## config.mk

```make
export PLATFORM = sky130hd
export DESIGN_NAME = mux_behavioral
export DESIGN_NICKNAME = d
export VERILOG_FILES = /design/src/rtl/mux_behavioral_pkg.sv /design/src/rtl/mux4_comb.sv /design/src/rtl/mux_behavioral.sv
export SDC_FILE = /design/constraint.sdc
export NUM_CORES = 1
export LEC_CHECK = 0
export CAP_MARGIN = 20
export CORE_AREA = 2 2 39 41
export CTS_BUF_LIST = sky130_fd_sc_hd__clkbuf_8
export DETAILED_ROUTE_END_ITERATION = 10
export DIE_AREA = 0 0 41 43
export GPL_TIMING_DRIVEN = 0
export PLACE_DENSITY = 0.37
export REMOVE_ABC_BUFFERS = 1
export SLEW_MARGIN = 0
export SYNTH_ARGS = -nofsm -noshare
export SYNTH_HDL_FRONTEND = slang
export SYNTH_SLANG_ARGS = --single-unit
```

## constraint.sdc

```tcl
create_clock -name clk -period 1.1 [get_ports clk]
set_input_delay 0.165 -clock clk [delete_from_list [all_inputs] [get_ports clk]]
set_output_delay 0.165 -clock clk [all_outputs]
set_load 0.1 [all_outputs]
```

## src/rtl/mux_behavioral_pkg.sv

```systemverilog
// Shared select encodings for the four-input multiplexer and its consumers.
package mux_behavioral_pkg;

    typedef enum logic [1:0] {
        SEL_I0 = 2'b00,
        SEL_I1 = 2'b01,
        SEL_I2 = 2'b10,
        SEL_I3 = 2'b11
    } sel_e;

endpackage

```

## src/rtl/mux4_comb.sv

```systemverilog
// Purely combinational 4:1 select of i0..i3 onto d by {s1,s0}.
module mux4_comb
    import mux_behavioral_pkg::*;
#(
    parameter int unsigned WIDTH = 1
) (
    input  logic [WIDTH-1:0] i0,
    input  logic [WIDTH-1:0] i1,
    input  logic [WIDTH-1:0] i2,
    input  logic [WIDTH-1:0] i3,
    input  logic             s0,
    input  logic             s1,
    output logic [WIDTH-1:0] d
);

    sel_e sel;

    assign sel = sel_e'({s1, s0});

    // An unknown select propagates as X rather than falling back to an input.
    always_comb begin
        d = 'x;
        case (sel)
            SEL_I0:  d = i0;
            SEL_I1:  d = i1;
            SEL_I2:  d = i2;
            SEL_I3:  d = i3;
            default: d = 'x;
        endcase
    end

endmodule

```

## src/rtl/mux_behavioral.sv

```systemverilog
// 4:1 multiplexer with a registered copy of the output, select and a change strobe.
module mux_behavioral
    import mux_behavioral_pkg::*;
#(
    parameter int unsigned WIDTH = 1
) (
    input  logic             clk,
    input  logic             rst,
    input  logic [WIDTH-1:0] i0,
    input  logic [WIDTH-1:0] i1,
    input  logic [WIDTH-1:0] i2,
    input  logic [WIDTH-1:0] i3,
    input  logic             s0,
    input  logic             s1,
    output logic [WIDTH-1:0] d,
    output logic [WIDTH-1:0] d_q,
    output logic [1:0]       sel_q,
    output logic             d_chg
);

    mux4_comb #(
        .WIDTH(WIDTH)
    ) u_mux4_comb (
        .i0(i0),
        .i1(i1),
        .i2(i2),
        .i3(i3),
        .s0(s0),
        .s1(s1),
        .d (d)
    );

    // d_chg compares against the pre-edge d_q, so the first sample after reset compares against 0.
    always_ff @(posedge clk) begin
        if (rst) begin
            d_q   <= '0;
            sel_q <= SEL_I0;
            d_chg <= 1'b0;
        end else begin
            d_q   <= d;
            sel_q <= {s1, s0};
            d_chg <= (d != d_q);
        end
    end

endmodule

```

==> impl_metrics.csv <==
group,metric,value,unit
outcome,result_of_the_run,"finished with violations",
outcome,failing_checks,"negative setup slack",
logic_synthesis,netlist.top_cell.by_area,"sky130_fd_sc_hd__dfxtp_1",
grt,grt.overflow.total,0,
final_layout,antenna_cells,0,
final_layout,instances_no_fill,42,
min_path,hold_path_end,"sel_q[0]$_SDFF_PP0_",
route,drtIter0Drc,0,
floorplan,rows,14,
cts,cts.sinks,4,
job,timing.max_cap.violations,0,
critical_path,r2r-start,"d_q$_SDFF_PP0_",
final_layout,final_design_area_no_fill,304,um2
power_and_ir_drop,fin_total_pwr,0.649,mW
timing,final-max-slew-violation-count,0,
power_and_ir_drop,power.sequential.fraction,24.9,%
cts,cts_tree,"yes",
min_path,worstHoldPathType,"in2reg",
timing,maxSlewHeadroom,67.8,%
route,viasPerCell,3.17,
power_and_ir_drop,clock_power_share,45.6,%
route,highest_layer,"met3",
placed_design,numPortBuffers,12,
logic_synthesis,synth_area_leaders,"sky130_fd_sc_hd__dfxtp_1 60%, sky130_fd_sc_hd__mux4_2 17%, sky130_fd_sc_hd__nor2b_1 14%",
final_layout,final_layout_size_suffix_gt1_share,57.7,%
cts,worst_skew_pair.late_latency,0.21,ns
final_layout,layout-area-overhead-vs-synth,127,%
critical_path,path_buf_inv,2,
cts,h-tree-depth,1,
critical_path,worstPathArrival,0.97,ns
timing,final_worst_clock_skew,0.00103,ns
power_and_ir_drop,power_density,2140,nW/um2
power_and_ir_drop,comb_pwr_share,29.5,%
floorplan,die_outline_area,1760,um2
logic_synthesis,synth.most_common_cell,"sky130_fd_sc_hd__dfxtp_1",
power_and_ir_drop,swShare,30.8,%
timing,fmax,0.882,GHz
cts,cts-buffers-inserted,3,
grt,maximum_number_of_pins_on_one_net_before_global_route_repair,5,
critical_path,worstRegToRegCells,2,
route,via_count,133,
route,routed_length_on_met2,113,um
critical_path,setup_slack_of_the_worst_register_to_register_path,0.47,ns
cts,hold_buffers,0,
logic_synthesis,synth.top_cells.by_count,"4 x sky130_fd_sc_hd__dfxtp_1, 3 x sky130_fd_sc_hd__nor2b_1, 1 x sky130_fd_sc_hd__mux4_2, 1 x sky130_fd_sc_hd__nor2_1, 1 x sky130_fd_sc_hd__xnor2_1",
route,drc,0,
logic_synthesis,asyncSetResetFlopFracSynth,0,%
critical_path,crit_required,0.94,ns
power_and_ir_drop,total_leakage_power,0.137,nW
route,route.detailed.wl_per_inst,8.21,um
critical_path,worst_path_largest_cell_delay,0.51,ns
power_and_ir_drop,cellInternalPower,0.449,mW
power_and_ir_drop,ir_drop,0.479,mV
timing,rsz0062_at_grt,"true",
route,drt_pre_antenna_iters,1,
logic_synthesis,yosys_register_bits,4,
critical_path,worst-setup-path-type,"in2out",
grt,grt_pass1_wl,489,um
timing,post-route-worst-setup-slack,-0.0342,ns
grt,initial_antenna_violation_count,0,
final_layout,finalNetCount,36,
timing,setup-violations-final,1,
floorplan,die_width,41,um
timing,period_share,103,%
timing,hold_ws,0.177,ns
logic_synthesis,synth.top_cell.area_share,59.8,%
logic_synthesis,yosysUniqueCellTypes,5,
critical_path,critPathMaxFanout,2,
route,met3WireLength,73,um
final_layout,final_cell_utilization_of_the_core,22.0,%
placed_design,post-place-cells,38,
placed_design,routabilityCongestion,0.616,
timing,final-hold-violation-count,0,
route,wirelength,345,um
critical_path,critical_path.endpoint_type,"output port",
critical_path,setup.worst_path.start_class,"input port",
cts,root_buffer,"sky130_fd_sc_hd__clkbuf_8",
critical_path,timing.rr.end,"d_chg$_SDFF_PP0_",
min_path,hp-start,"s0",
critical_path,crit_slowest_cell,"sky130_fd_sc_hd__mux4_2",
route,route.layer.met1.wl,158,um
timing,timing_worst_slew_pin_value,0.487,ns
grt,grt.total_usage,4.92,%
placed_design,placedInstanceArea,274,um2
min_path,hold_path_depth,2,
logic_synthesis,ys_warn_count,0,
floorplan,boundaryPins,13,
route,drtAntennaViolNets,0,
floorplan,die_height,43,um
logic_synthesis,synth.cell_area,134,um2
logic_synthesis,number_of_cells_produced_by_synthesis,10,
logic_synthesis,synth_edf_count,0,
logic_synthesis,synth_ff_type,"sky130_fd_sc_hd__dfxtp_1",
grt,vias_in_the_first_global_route,136,
floorplan,placeableCoreArea,1380,um2
logic_synthesis,syn_area_per_cell,13.4,um2
timing,finalCriticalPeriod,1.13,ns
critical_path,critical_path_cell_by_cell,"buf_2 -> mux4_2 -> buf_12",
floorplan,floorplan.initialDensity,9.67,%
logic_synthesis,seq_area_frac_synth,59.8,%
power_and_ir_drop,netSwitchingPower,0.200,mW
critical_path,cpLargestDelayFamily,"multiplexers",
cts,clockBufferDepth,2,
cts,clk_pin_slew,0.03,ns
[cell families after synthesis]
logic type / share of synthesized area [%]
simple gates: 16.8
flops: 59.8
mux: 16.8
xor+xnor: 6.54
[repair_timing]
action,4_1_cts,5_1_grt
buffers inserted,1,0
pin swaps,0,0
gates resized for setup,48,3
endpoints found under the setup margin,7,3
[how the worst max path moves through the flow]
stage	start	endpoint	cells past startpoint
floorplan	s0	d_chg$_SDFF_PP0_	3
global placement	s0	d	3
detailed placement	s0	d	3
CTS	s0	d	3
global route	s0	d	3
finish	i3	d	3
[metrics by stage]
step                TNS, ns  setup WS [ns]
floorplan            -0.405         -0.224
global placement      -4.03          -1.26
detailed placement    -4.06          -1.28
CTS                 -0.0356        -0.0356
global route        -0.0466        -0.0466
finish              -0.0342        -0.0342
[routing by layer]
metal	vias up	track usage, %
li1	65	-
met1	55	5.79
met2	13	4.06
met3	0	4.71
met4	0	6.00
met5	-	0
[sequential cells by signal, summed over array words and instances, names as in the netlist]
register and cells:
sel_q 2, d_chg 1, d_q 1
[cells in the final DEF, fill, tap and decap left out]
master                            Yosys  routed
sky130_fd_sc_hd__buf_12               0       1
sky130_fd_sc_hd__buf_8                0       1
sky130_fd_sc_hd__clkbuf_8             0       3
sky130_fd_sc_hd__mux4_2               1       1
sky130_fd_sc_hd__clkdlybuf4s50_1      0       1
sky130_fd_sc_hd__dlygate4sd2_1        0       1
sky130_fd_sc_hd__buf_4                0       2
sky130_fd_sc_hd__buf_2                0       5
sky130_fd_sc_hd__nor2b_1              3       3
sky130_fd_sc_hd__xnor2_1              1       1
sky130_fd_sc_hd__clkbuf_4             0       2
sky130_fd_sc_hd__dfxtp_1              4       4
sky130_fd_sc_hd__nor2_1               1       1
[power by group through the flow]
stage               sequential (mW)  clock (mW)  combinational, mW
global placement              0.163           0              0.188
detailed placement            0.164           0              0.188
CTS                           0.161       0.306              0.188
finish                        0.162       0.296              0.192
floorplan                     0.245           0             0.0486
global route                  0.162       0.321              0.197
[cell type report]
type,instances,area [um2]
sequential,4,80.1
fill,151,1080
clock buffer,3,41.3
tap,16,20.0
timing repair buffer,13,109
multi-input combinational,6,53.8
(Power assumes the default switching activity.)
